[src/rtl/fpu_pkg.sv]
// Shared FPU constants, operation codes and stage payload types for the
// integer-to-binary16 converter.
package fpu_pkg;
   localparam int          FP16_EXP_W   = 5;
   localparam int          FP16_MAN_W   = 10;
   localparam int          FP16_BIAS    = 15;
   localparam logic [15:0] FP16_POS_INF = 16'h7C00;
   localparam logic [15:0] FP16_MAX     = 16'h7BFF;

   typedef enum logic [2:0] {
      FPU_ADD = 3'b000,
      FPU_SUB = 3'b001,
      FPU_MUL = 3'b010,
      CVT_I2F = 3'b011,
      CVT_U2F = 3'b100
   } fpu_op_e;

   // captured operand
   typedef struct packed {
      logic        is_signed;
      logic [15:0] data;
   } cvt_in_t;

   // after sign/abs
   typedef struct packed {
      logic        sign;
      logic        zero;
      logic [16:0] mag;
   } cvt_s1_t;

   // after normalize: shifted has its MSB at bit 15, exp is unbiased
   typedef struct packed {
      logic        sign;
      logic        zero;
      logic [3:0]  exp;
      logic [15:0] shifted;
   } cvt_s2_t;

   // packed result and flags
   typedef struct packed {
      logic [15:0] result;
      logic        inexact;
      logic        overflow;
   } cvt_out_t;
endpackage

[src/rtl/fp16_int_converter_if.sv]
// Operand/result bundle of the integer-to-binary16 converter.
interface fp16_int_converter_if;
   logic        valid_in;
   logic [15:0] int_in;
   logic        is_signed;
   logic        valid_out;
   logic [15:0] result;
   logic        inexact;
   logic        overflow;
   logic        busy;

   modport master (
      output valid_in, int_in, is_signed,
      input  valid_out, result, inexact, overflow, busy
   );
   modport slave (
      input  valid_in, int_in, is_signed,
      output valid_out, result, inexact, overflow, busy
   );
endinterface

[src/rtl/fp16_int_converter_lzc16.sv]
// Combinational 16-bit leading-zero counter; returns 16 for an all-zero word.
module lzc16 (
   input  logic [15:0] a,
   output logic [4:0]  cnt
);
   // scan upward so the highest set bit has the final say
   always_comb begin
      cnt = 5'd16;
      for (int i = 0; i < 16; i++) begin
         if (a[i]) cnt = 5'(15 - i);
      end
   end
endmodule

[src/rtl/fp16_int_converter.sv]
// Pipelined 16-bit integer (signed/unsigned) to binary16 converter, RNE.
// Operand capture, sign/abs, normalize, round/pack into the output register.
module fp16_int_converter
   import fpu_pkg::*;
(
   input  logic                clk,
   input  logic                rst_n,
   fp16_int_converter_if.slave bus
);
   logic [3:0] vld_pipe_q, vld_pipe_d;
   cvt_in_t    in_q,  in_d;
   cvt_s1_t    s1_q,  s1_d;
   cvt_s2_t    s2_q,  s2_d;
   cvt_out_t   out_q, out_d;
   logic [4:0] lz;

   // valid shift register: [0] capture, [1] sign/abs, [2] normalize, [3] output
   always_comb vld_pipe_d = {vld_pipe_q[2:0], bus.valid_in};

   always_comb begin
      in_d.is_signed = bus.is_signed;
      in_d.data      = bus.int_in;
   end

   // sign/abs: 17-bit magnitude so -32768 maps to +32768
   always_comb begin
      logic [16:0] ext;
      s1_d.sign = in_q.is_signed & in_q.data[15];
      ext       = {s1_d.sign, in_q.data};
      s1_d.mag  = s1_d.sign ? (~ext + 17'd1) : ext;
      s1_d.zero = (s1_d.mag == 17'd0);
   end

   lzc16 u_lzc (.a(s1_q.mag[15:0]), .cnt(lz));

   // normalize: MSB to bit 15, exponent 15 - lz (don't-care for zero)
   always_comb begin
      s2_d.sign    = s1_q.sign;
      s2_d.zero    = s1_q.zero;
      s2_d.shifted = 16'(s1_q.mag << lz);
      s2_d.exp     = 4'(5'd15 - lz);
   end

   // round to nearest even and pack; saturate to +inf on exponent overflow
   always_comb begin
      logic [9:0]  frac;
      logic        guard, sticky, rnd;
      logic [10:0] frac_r;
      logic [5:0]  exp_b;
      frac   = s2_q.shifted[14:5];
      guard  = s2_q.shifted[4];
      sticky = |s2_q.shifted[3:0];
      rnd    = guard & (sticky | frac[0]);
      frac_r = {1'b0, frac} + 11'(rnd);
      exp_b  = 6'(s2_q.exp) + 6'(FP16_BIAS) + 6'(frac_r[10]);
      out_d  = '0;
      if (s2_q.zero) begin
         out_d = '0;
      end else if (exp_b >= 6'd31) begin
         out_d.result   = {s2_q.sign, FP16_POS_INF[14:0]};
         out_d.overflow = 1'b1;
      end else begin
         out_d.result  = {s2_q.sign, exp_b[4:0], frac_r[9:0]};
         out_d.inexact = guard | sticky;
      end
   end

   // stage registers load only behind a valid stage to avoid idle toggling
   always_ff @(posedge clk or negedge rst_n) begin
      if (!rst_n) begin
         vld_pipe_q <= '0;
         in_q       <= '0;
         s1_q       <= '0;
         s2_q       <= '0;
         out_q      <= '0;
      end else begin
         vld_pipe_q <= vld_pipe_d;
         if (bus.valid_in)  in_q  <= in_d;
         if (vld_pipe_q[0]) s1_q  <= s1_d;
         if (vld_pipe_q[1]) s2_q  <= s2_d;
         if (vld_pipe_q[2]) out_q <= out_d;
      end
   end

   // outputs straight from flops
   always_comb begin
      bus.valid_out = vld_pipe_q[3];
      bus.result    = out_q.result;
      bus.inexact   = out_q.inexact;
      bus.overflow  = out_q.overflow;
      bus.busy      = |vld_pipe_q;
   end
endmodule
[src/flat_wrapper.sv]
// flat-port wrapper written by rule: the top's interface ports become plain ports
module fp16_int_converter_flat import fpu_pkg::*;
  (clk, rst_n, bus_valid_in, bus_int_in, bus_is_signed, bus_valid_out, bus_result, bus_inexact, bus_overflow, bus_busy);
  fp16_int_converter_if bus_i ();
  input  logic clk;
  input  logic rst_n;
  input wire logic [$bits(bus_i.valid_in)-1:0] bus_valid_in;
  input wire logic [$bits(bus_i.int_in)-1:0] bus_int_in;
  input wire logic [$bits(bus_i.is_signed)-1:0] bus_is_signed;
  output wire logic [$bits(bus_i.valid_out)-1:0] bus_valid_out;
  output wire logic [$bits(bus_i.result)-1:0] bus_result;
  output wire logic [$bits(bus_i.inexact)-1:0] bus_inexact;
  output wire logic [$bits(bus_i.overflow)-1:0] bus_overflow;
  output wire logic [$bits(bus_i.busy)-1:0] bus_busy;
  assign bus_i.valid_in = bus_valid_in;
  assign bus_i.int_in = bus_int_in;
  assign bus_i.is_signed = bus_is_signed;
  assign bus_valid_out = bus_i.valid_out;
  assign bus_result = bus_i.result;
  assign bus_inexact = bus_i.inexact;
  assign bus_overflow = bus_i.overflow;
  assign bus_busy = bus_i.busy;
  fp16_int_converter u_core (.clk(clk), .rst_n(rst_n), .bus(bus_i));
endmodule
[config.mk]
export PLATFORM = sky130hd
export DESIGN_NAME = fp16_int_converter_flat
export DESIGN_NICKNAME = d
export VERILOG_FILES = /design/src/rtl/fpu_pkg.sv /design/src/rtl/fp16_int_converter_if.sv /design/src/rtl/fp16_int_converter_lzc16.sv /design/src/rtl/fp16_int_converter.sv /design/src/flat_wrapper.sv
export SDC_FILE = /design/constraint.sdc
export NUM_CORES = 1
export LEC_CHECK = 0
export CAP_MARGIN = 20
export CORE_ASPECT_RATIO = 1.25
export CORE_MARGIN = 5
export CORE_UTILIZATION = 50
export CTS_CLUSTER_DIAMETER = 200
export CTS_CLUSTER_SIZE = 10
export DETAILED_ROUTE_END_ITERATION = 6
export MAX_ROUTING_LAYER = met4
export PLACE_DENSITY = 0.79
export SLEW_MARGIN = 20
export SYNTH_ARGS = -nofsm -noshare
export SYNTH_HDL_FRONTEND = slang
export SYNTH_SLANG_ARGS = --single-unit
[constraint.sdc]
create_clock -name clk -period 3.87 [get_ports clk]
set_input_delay 0.774 -clock clk [delete_from_list [all_inputs] [get_ports clk]]
set_output_delay 0.774 -clock clk [all_outputs]
set_load 0.005 [all_outputs]
==> flow_metrics.tcl, run 1 <==
set metrics [dict create \
    crit_type "reg -> reg" \
    rows 39 \
    mostFrequentLayoutCell "dfrtp_1" \
    hold_path_depth 0 \
    crit_path_start_kind "flip-flop" \
    status "finished clean" \
    reg2reg_to "u_core.bus.result[5]" \
    critical_path_buf_inv_count 0 \
    power.density_cell_area_nw_per_um2 541 \
    ctsRootBufferMaster "clkbuf_16" \
    power_frac_seq_pct 40.6 \
    post_cts_buffers 0 \
    vdd_drop_max_mv 0.291 \
    route.detailed.drc 0 \
    leakage_nw 2.20 \
    hp-start "u_core.vld_pipe_q[2]" \
    reg2reg_depth 14 \
    regToRegStartpoint "u_core.s2_q[5]" \
    yosys_warnings 0 \
    n_antenna_cell 0 \
    fp.dieW_um 96.2 \
    setup_viol 0 \
    clk_path_buf_depth 2 \
    cp.required_ns 4.08 \
    path_max_fanout 9 \
    yosys-top-cells-area "dfrtp_1 42%, mux2_2 5.1%, nor2_1 3.9%" \
    dpl-instance-area_um2 5060 \
    syn_nets 523 \
    arrival_ns 3.31 \
    finalHoldViolCount 0 \
    ctsResizeCount 0 \
    synth_top_area_share_pct 42.1 \
    stdcell_area_um2 5390 \
    synthFlopType "dfrtp_1" \
    critical-path-top-delay-family "simple AND/OR/NAND/NOR gates" \
    worstHoldPathType "reg -> reg" \
    power.internal_mw 1.97 \
    cts_sinks 78 \
    grt_overflow 0 \
    ys_seq_elements 78 \
    max_slew.worst_pin.slew_ns 0.776 \
    via_per_inst 5.82 \
    fin_tns_setup_ns 0 \
    combinationalPowerShare_pct 30.1 \
    ant_nets 0 \
    avgSynthCellArea_um2 9.32 \
    syn_area_um2 4640 \
    maxSlewHeadroom_pct 48.1 \
    synth_top_cell_by_area "dfrtp_1" \
    swShare_pct 32.5 \
    dieHeight_um 118 \
    min_to "u_core.vld_pipe_q[3]" \
    finalMaxSlewViolations 0 \
    critical_path.endpoint_type "flip-flop" \
    place_hpwl_um 8010 \
    fp.dieArea_um2 11300 \
    cts_buffers 9 \
    grt.total_usage_pct 20.2 \
    slowest_delay_ns 0.39 \
    synthToLayoutAreaGrowth_pct 16.2 \
    vias 3787 \
    finalWeightedCongestion 0.906 \
    start_util_pct 50.9 \
    cts_max_level 3 \
    finalHoldWorstSlack_ns 0.413 \
    fin_util_pct 59.1 \
    grt_max_degree 79 \
    insertion_delay_ns 0.33 \
    cp_cell_sequence "and2_1 -> ha_1 -> nand3_1 -> nor2_1 -> and3_1 -> and3_1 -> ha_1 -> ha_1 -> nand3_1 -> a22oi_1 -> a21oi_1 -> o31a_1 -> nand2_1 -> o2bb2ai_1" \
    reg2reg_slack_ns 0.77 \
    io_buffer_count 39 \
    rsz0062_at_grt "no" \
    grt_pass1_vias 3794 \
    drive_above_1_share_pct 11.9 \
    fin_nets 549 \
    drt_pass1_iterations 4 \
    post-route-min-period_ns 3.10 \
    max_freq_ghz 0.322 \
    period_share_pct 80.2 \
    final_cell_mix "78 x dfrtp_1, 48 x nor2_1, 47 x nand2_1" \
    cts_tree "done" \
    crit_slowest_cell "dfrtp_1" \
    cp_common_cell "ha_1" \
    antenna_found_initial 0 \
    maxCapViolCount 0 \
    grt_pass1_wl_um 17800 \
    p_clk_share_pct 29.3 \
    drt_iter0_drc 192 \
    synth_enable_flop_cells 0 \
    coreArea_um2 9130 \
    ys_seq_area_share_pct 42.1 \
    clk_pin_slew_ns 0.06 \
    multi_input_area_um2 2460 \
    netSwitchingPower_uw 949 \
    fin_skew_ns 0.00469 \
    wl_per_cell_um 16.3 \
    seq_area_um2 1950 \
    postSynth.asyncResetShare_pct 100 \
    pin_count 40 \
    synth_cells 498 \
    num-fill-cells 818 \
    wl_um 10600 \
    holdBufCountCts 0 \
    netlist-cell-type-count 69 \
]
## power by group through the flow
stage          Sequential (mW)  Clock, mW  Combinational, mW
6_report                  1.18      0.854              0.877
5_1_grt                   1.21      0.911              0.975
4_1_cts                   1.18      0.870              0.881
3_5_place_dp              1.19          0              0.873
3_3_place_gp              1.18          0              0.851
2_1_floorplan             1.12          0              0.628
## synthesized netlist by cell type (3+ instances only)
cell type,count
clkbuf_1,14
mux2_2,21
o211ai_1,5
and3_1,8
o2bb2ai_1,13
nor2b_1,6
o32ai_1,5
a32oi_1,3
mux2i_1,9
nor2_1,48
buf_2,9
nand3_1,16
a22oi_1,4
a211oi_1,5
nand2_1,47
o21ai_0,22
xnor2_1,15
a21oi_1,35
ha_1,5
inv_1,20
and2_1,5
a32o_1,3
o31ai_1,7
or3_1,3
a21o_1,6
dfrtp_1,78
nor3_2,3
a31oi_1,5
nor4_2,5
o21ai_1,3
buf_6,3
xor2_1,10
nor3_1,8
nand2b_1,6
o22ai_1,4
## worst max path at each step
stage,start,end,slack (ns),cells past startpoint
after floorplan,u_core.s2_q[5],u_core.bus.result[0],1.20,13
after global placement,u_core.s2_q[5],u_core.bus.result[3],1.01,14
after detailed placement,u_core.s2_q[5],u_core.bus.result[5],0.83,14
after CTS,u_core.s2_q[5],u_core.bus.result[5],0.78,14
after global routing,u_core.s2_q[5],u_core.bus.result[2],0.42,14
final,u_core.s2_q[5],u_core.bus.result[5],0.77,14
## cells by family after synthesis
kind of cell,Yosys count,synth area share [%]
AO/OA/AOI/OAI,139,20.8
multiplexers,32,7.76
XOR/XNOR,25,4.72
flip-flops,78,42.1
AND/OR/NAND/NOR,169,18.5
buffers and inverters,50,4.85
adder cells (fa/ha/maj),5,1.35
## per-stage QoR
step / instances / setup slack [ns] / total power, mW
finish: 651 / 0.767 / 2.91
global route: 651 / 0.419 / 3.10
CTS: 650 / 0.775 / 2.93
detailed placement: 635 / 0.825 / 2.07
global placement: 635 / 1.01 / 2.03
floorplan: 498 / 1.20 / 1.75
## area by class of cell
type	instances	area share, %
multi-input cells	370	45.7
clock buffers	12	4.94
repair buffers	43	7.98
flip-flops and latches	78	36.2
clock inverters	3	0.789
inverters	22	1.53
well taps	123	2.85
## registers in the layout, indices dropped and copies added, names as in the netlist
name	cells
u_core.bus.inexact	1
u_core.bus.overflow	1
u_core.bus.result	16
u_core.in_q	17
u_core.s1_q	18
u_core.s2_q	21
u_core.vld_pipe_q	4
## per-layer routing
layer / routed length, um / GRT usage (%) / vias to the layer above / share of wire, %
met5: 0 / - / - / 0
met4: 427 / 9.79 / 0 / 4.0
met3: 320 / 2.81 / 33 / 3.0
met2: 5710 / 35.2 / 82 / 54
met1: 4140 / 21.9 / 1819 / 39
li1: - / - / 1853 / -
(Power assumes the default switching activity.)
==> run 2, diff against run 1 <==
==> constraint.sdc (replaced) <==
create_clock -name clk -period 3.1 [get_ports clk]
set_input_delay 0.62 -clock clk [delete_from_list [all_inputs] [get_ports clk]]
set_output_delay 0.62 -clock clk [all_outputs]
set_load 0.005 [all_outputs]
==> run 2 against run 1 <==
Non-clock buffer count rose by 2. Worst hold slack got worse by 0.24 ns. Sequential power rose by 25%. Fmax rose by 7.7%. Total power rose by 27%. Global-route usage fell by 0.13 points. Final cell count rose by 0.46%. Utilization rose by 0.52 points. Wire length fell by 0.28%. Critical path type unchanged. Register-to-register slack got worse by 0.55 ns. Die area did not move. Sequential share of layout area fell by 0.32 points.
==> flow_metrics.tcl, run 2 (same netlist as run 1, synthesis figures left out) <==
set metrics [dict create \
    ctsResizeCount 0 \
    antenna_found_initial 0 \
    multi_input_area_um2 2480 \
    post-route-min-period_ns 2.88 \
    grt.total_usage_pct 20.1 \
    stdcell_area_um2 5440 \
    num-fill-cells 803 \
    setup_viol 0 \
    rows 39 \
    vias 3778 \
    regMostFlops "u_core.s2_q" \
    route.detailed.drc 0 \
    via_per_inst 5.78 \
    max_slew.worst_pin.slew_ns 0.767 \
    mostFrequentLayoutCell "dfrtp_1" \
    finalWeightedCongestion 0.938 \
    crit_path_start_kind "flip-flop" \
    max_freq_ghz 0.347 \
    fin_skew_ns 0.00879 \
    leakage_nw 2.22 \
    vdd_drop_max_mv 0.314 \
    coreArea_um2 9130 \
    layout_setup_ws_ns 0.220 \
    stdcell_count 654 \
    period_share_pct 92.9 \
    worstHoldPathType "in -> async" \
    drt_iter0_drc 130 \
    largestRegisters "u_core.s2_q: 21 flops, u_core.s1_q: 18 flops, u_core.in_q: 17 flops" \
    reg2reg_depth 13 \
    drive_above_1_share_pct 12.8 \
    place_hpwl_um 7930 \
    grt_pass1_wl_um 17600 \
    cts_sinks 78 \
    ant_nets 0 \
    fin_util_pct 59.6 \
    arrival_ns 3.11 \
    pre_cts_slack_ns 0.119 \
    wl_met2_um 5600 \
    start_util_pct 50.9 \
    clk_path_buf_depth 2 \
    rsz0062_at_grt "no" \
    critical_path.endpoint_type "flip-flop" \
    wl_per_cell_um 16.2 \
    maxSlewHeadroom_pct 48.7 \
    io_buffer_count 39 \
    fp.dieArea_um2 11300 \
    maxCapViolCount 0 \
    path_max_fanout 4 \
    power.density_cell_area_nw_per_um2 682 \
    slowest_delay_ns 0.38 \
    grt_overflow 0 \
    largest_register_ffs 21 \
    dp.cells 637 \
    finalMaxSlewViolations 0 \
    drt_pass1_iterations 4 \
    power.total_mw 3.71 \
    crit_type "reg -> reg" \
    grt_pass1_vias 3781 \
    cts_max_level 3 \
    dpl-instance-area_um2 5080 \
    post_cts_buffers 0 \
    fp.dieW_um 96.2 \
    grt_max_degree 79 \
    seq_area_um2 1950 \
    status "finished clean" \
    n_antenna_cell 0 \
    finalHoldViolCount 0 \
    fin_nets 551 \
    synthToLayoutAreaGrowth_pct 17.2 \
    wl_um 10600 \
    dieHeight_um 118 \
    fin_tns_setup_ns 0 \
    finalHoldWorstSlack_ns 0.175 \
    cp.required_ns 3.33 \
    cts_buffers 9 \
    clk_pin_slew_ns 0.06 \
    insertion_delay_ns 0.34 \
    ctsRootBufferMaster "clkbuf_16" \
    final_cell_mix "78 x dfrtp_1, 47 x nor2_1, 46 x nand2_1" \
    wl_met3_um 375 \
    cts_tree "done" \
    pin_count 40 \
    crit_slowest_cell "dfrtp_1" \
    wl_met1_um 4150 \
    top_layer "met4" \
    cp_cell_sequence "and2_1 -> ha_1 -> nand3_1 -> nor2_2 -> and3_1 -> and3_1 -> ha_1 -> ha_2 -> nand3_1 -> a22oi_1 -> a21oi_1 -> o31a_1 -> a32o_1" \
    holdBufCountCts 0 \
]
[run 2: cell types whose count changed in the layout (fill, tap and decap cells not counted), sizes merged]
cell / change
bufinv: +1
clkinv: -1
inv: +2
clkinvlp: +1
clkbuf: -2
buf: +2
[run 2: area by class of cell]
cell class	count	area share (%)
multi-input combinational	370	45.5
sequential	78	35.9
timing repair buffer	45	8.33
clock buffer	10	4.21
tap	123	2.83
clock inverter	6	1.70
inverter	22	1.52
[run 2: path summary, 6_finish.rpt]
kind	end	startpoint	slack [ns]
max reg2reg	u_core.bus.result[1]	u_core.s2_q[5]	0.22
min in group clk	u_core.vld_pipe_q[3]	u_core.vld_pipe_q[2]	0.41
min reg2reg	u_core.vld_pipe_q[3]	u_core.vld_pipe_q[2]	0.41
max	u_core.bus.result[1]	u_core.s2_q[5]	0.22
max in group asynchronous	u_core.in_q[9]	rst_n	2.36
min	u_core.bus.result[10]	rst_n	0.17
[run 2: worst max-delay path, delay by kind of cell (launching register included)]
kind / cells / cell delay, ns
simple gates: 6 / 0.93
fa+ha+maj: 3 / 0.59
compound gates: 4 / 0.87
flops: 1 / 0.38
[run 2: power by group]
group / switching (mW) / internal [mW] / leakage (nW)
logic: 0.566 / 0.551 / 1.14
registers: 0.239 / 1.23 / 0.928
clock network: 0.415 / 0.710 / 0.150
[run 2: layer usage]
metal / global-route usage, % / up-vias
met1: 21.6 / 1784
met5: - / -
met4: 10.8 / 0
met3: 2.69 / 31
met2: 34.7 / 100
li1: - / 1863
==> run 3, diff against run 2 <==
--- a/config.mk
+++ b/config.mk
@@ -7,7 +7,6 @@
 export LEC_CHECK = 0
 export CAP_MARGIN = 20
 export CORE_ASPECT_RATIO = 1.25
-export CORE_MARGIN = 5
 export CORE_UTILIZATION = 50
 export CTS_CLUSTER_DIAMETER = 200
 export CTS_CLUSTER_SIZE = 10
==> run 3 against run 2 <==
Global-route usage grew 4.5 points. Design area down 2.6%. First-iteration DRC count increased by 19%. Combinational power is essentially flat. Sequential power about the same. Critical path depth is 1 lower. Worst hold slack gained 0.24 ns. Clock power decreased by 30%. Via count increased by 0.24%. Critical endpoint unchanged. Largest cell class unchanged.
==> flow_metrics.tcl, run 3 (same netlist as run 1, synthesis figures left out) <==
set metrics [dict create \
    status "finished clean" \
    max_slew.worst_pin.slew_ns 0.963 \
    reg2reg_slack_ns 0.21 \
    grt_overflow 0 \
    rsz0062_at_grt "no" \
    power.total_mw 3.38 \
    final_cell_mix "78 x dfrtp_1, 47 x nor2_1, 46 x nand2_1" \
    grt.busiest_layer "met2" \
    ant_nets 0 \
    critical_path.endpoint_type "flip-flop" \
    critPathLaunch "u_core.s2_q[5]" \
    fp.dieArea_um2 9670 \
    worstHoldPathType "in -> async" \
    place_hpwl_um 7870 \
    synthToLayoutAreaGrowth_pct 14.2 \
    drt_pass1_iterations 4 \
    crit_type "reg -> reg" \
    io_buffer_count 39 \
    finalMaxSlewViolations 0 \
    coreArea_um2 8840 \
    fin_nets 551 \
    rows 38 \
    reg2reg_to "u_core.bus.result[1]" \
    fin_skew_ns 0.00517 \
    insertion_delay_ns 0.35 \
    finalHoldViolCount 0 \
    num-fill-cells 805 \
    vdd_drop_max_mv 0.271 \
    drive_above_1_share_pct 12.8 \
    clk_path_buf_depth 2 \
    n_antenna_cell 0 \
    start_util_pct 52.5 \
    stdcell_area_um2 5300 \
    dieHeight_um 110 \
    clk_pin_slew_ns 0.08 \
    path_max_fanout 4 \
    cts_max_level 3 \
    pin_count 40 \
    largest_register_ffs 21 \
    regToRegStartpoint "u_core.s2_q[5]" \
    route.detailed.drc 0 \
    grt_max_degree 79 \
    fin_tns_setup_ns 0 \
    holdBufCountCts 0 \
    mostFrequentLayoutCell "dfrtp_1" \
    max_freq_ghz 0.345 \
    ctsRootBufferMaster "clkbuf_8" \
    grt_use_met3_pct 2.78 \
    crit_path_start_kind "flip-flop" \
    cts_sinks 78 \
    via_per_inst 5.83 \
    cts_tree "done" \
    grt_pass1_wl_um 17800 \
    grt_pass1_vias 3850 \
    drt_iter0_drc 155 \
    cts_buffers 9 \
    reg2reg_depth 12 \
    largestRegisters "u_core.s2_q: 21 flops, u_core.s1_q: 18 flops, u_core.in_q: 17 flops" \
    fp.dieW_um 88.2 \
    cp.required_ns 3.34 \
    fin_util_pct 59.9 \
    grt_use_met2_pct 44.9 \
    post-route-min-period_ns 2.89 \
    period_share_pct 93.4 \
    finalHoldWorstSlack_ns 0.416 \
    setup_viol 0 \
    maxCapViolCount 0 \
    antenna_found_initial 0 \
    vias 3787 \
    met1_usage_pct 25.6 \
    wl_per_cell_um 16.1 \
    regMostFlops "u_core.s2_q" \
    grt.total_usage_pct 24.6 \
    maxSlewHeadroom_pct 35.8 \
    leakage_nw 2.16 \
    wl_um 10500 \
    arrival_ns 3.13 \
    finalWeightedCongestion 0.942 \
    power.density_cell_area_nw_per_um2 637 \
    dpl-instance-area_um2 5070 \
]
-- run 3: area by class of cell --
cell class	instances	area [um2]	share of cell area, %
multi-input combinational	370	2480	46.7
sequential	78	1950	36.8
timing repair buffer	45	433	8.17
clock buffer	11	151	2.86
tap	120	150	2.83
inverter	22	82.6	1.56
clock inverter	4	55.1	1.04
-- run 3: stage by stage --
stage | setup WS [ns] | std cells
floorplan | 0.425 | 498
finish | 0.205 | 650
global placement | 0.211 | 633
detailed placement | 0.0804 | 633
CTS | 0.0715 | 648
global route | 0.00906 | 650
-- run 3: worst max-delay path by stage --
stage                                 endpoint
after detailed placement  u_core.bus.result[7]
after floorplan           u_core.bus.result[0]
after CTS                 u_core.bus.result[7]
after global placement    u_core.bus.result[3]
final                     u_core.bus.result[1]
after global routing      u_core.bus.result[1]
-- run 3: worst max-delay path: stages, from the launching register on --
cell     delay, ns
dfrtp_1       0.40
and2_1        0.19
ha_1          0.21
nand3_1       0.14
nor2_2        0.07
and3_1        0.20
and3_1        0.20
ha_1          0.20
ha_2          0.20
xnor2_1       0.25
nand3_1       0.11
o31a_1        0.38
a32o_1        0.27
-- run 3: metal layers --
layer  vias up  part of all wire (%)
met2        97                    53
met3        28                   2.7
met1      1810                    40
met4         0                   4.1
li1       1852                     -
met5         -                     0
-- run 3: power breakdown --
group	total (mW)	internal, mW	leakage, nW	switching [mW]
Clock	0.789	0.416	0.102	0.373
Sequential	1.47	1.23	0.928	0.243
Combinational	1.12	0.555	1.13	0.562
-- run 3: timing repair --
item / 4_1_cts / 5_1_grt
gates resized for setup: 0 / 4
hold endpoints to repair: 0 / 0
setup buffers: 0 / 2
endpoints found under the setup margin: 0 / 12
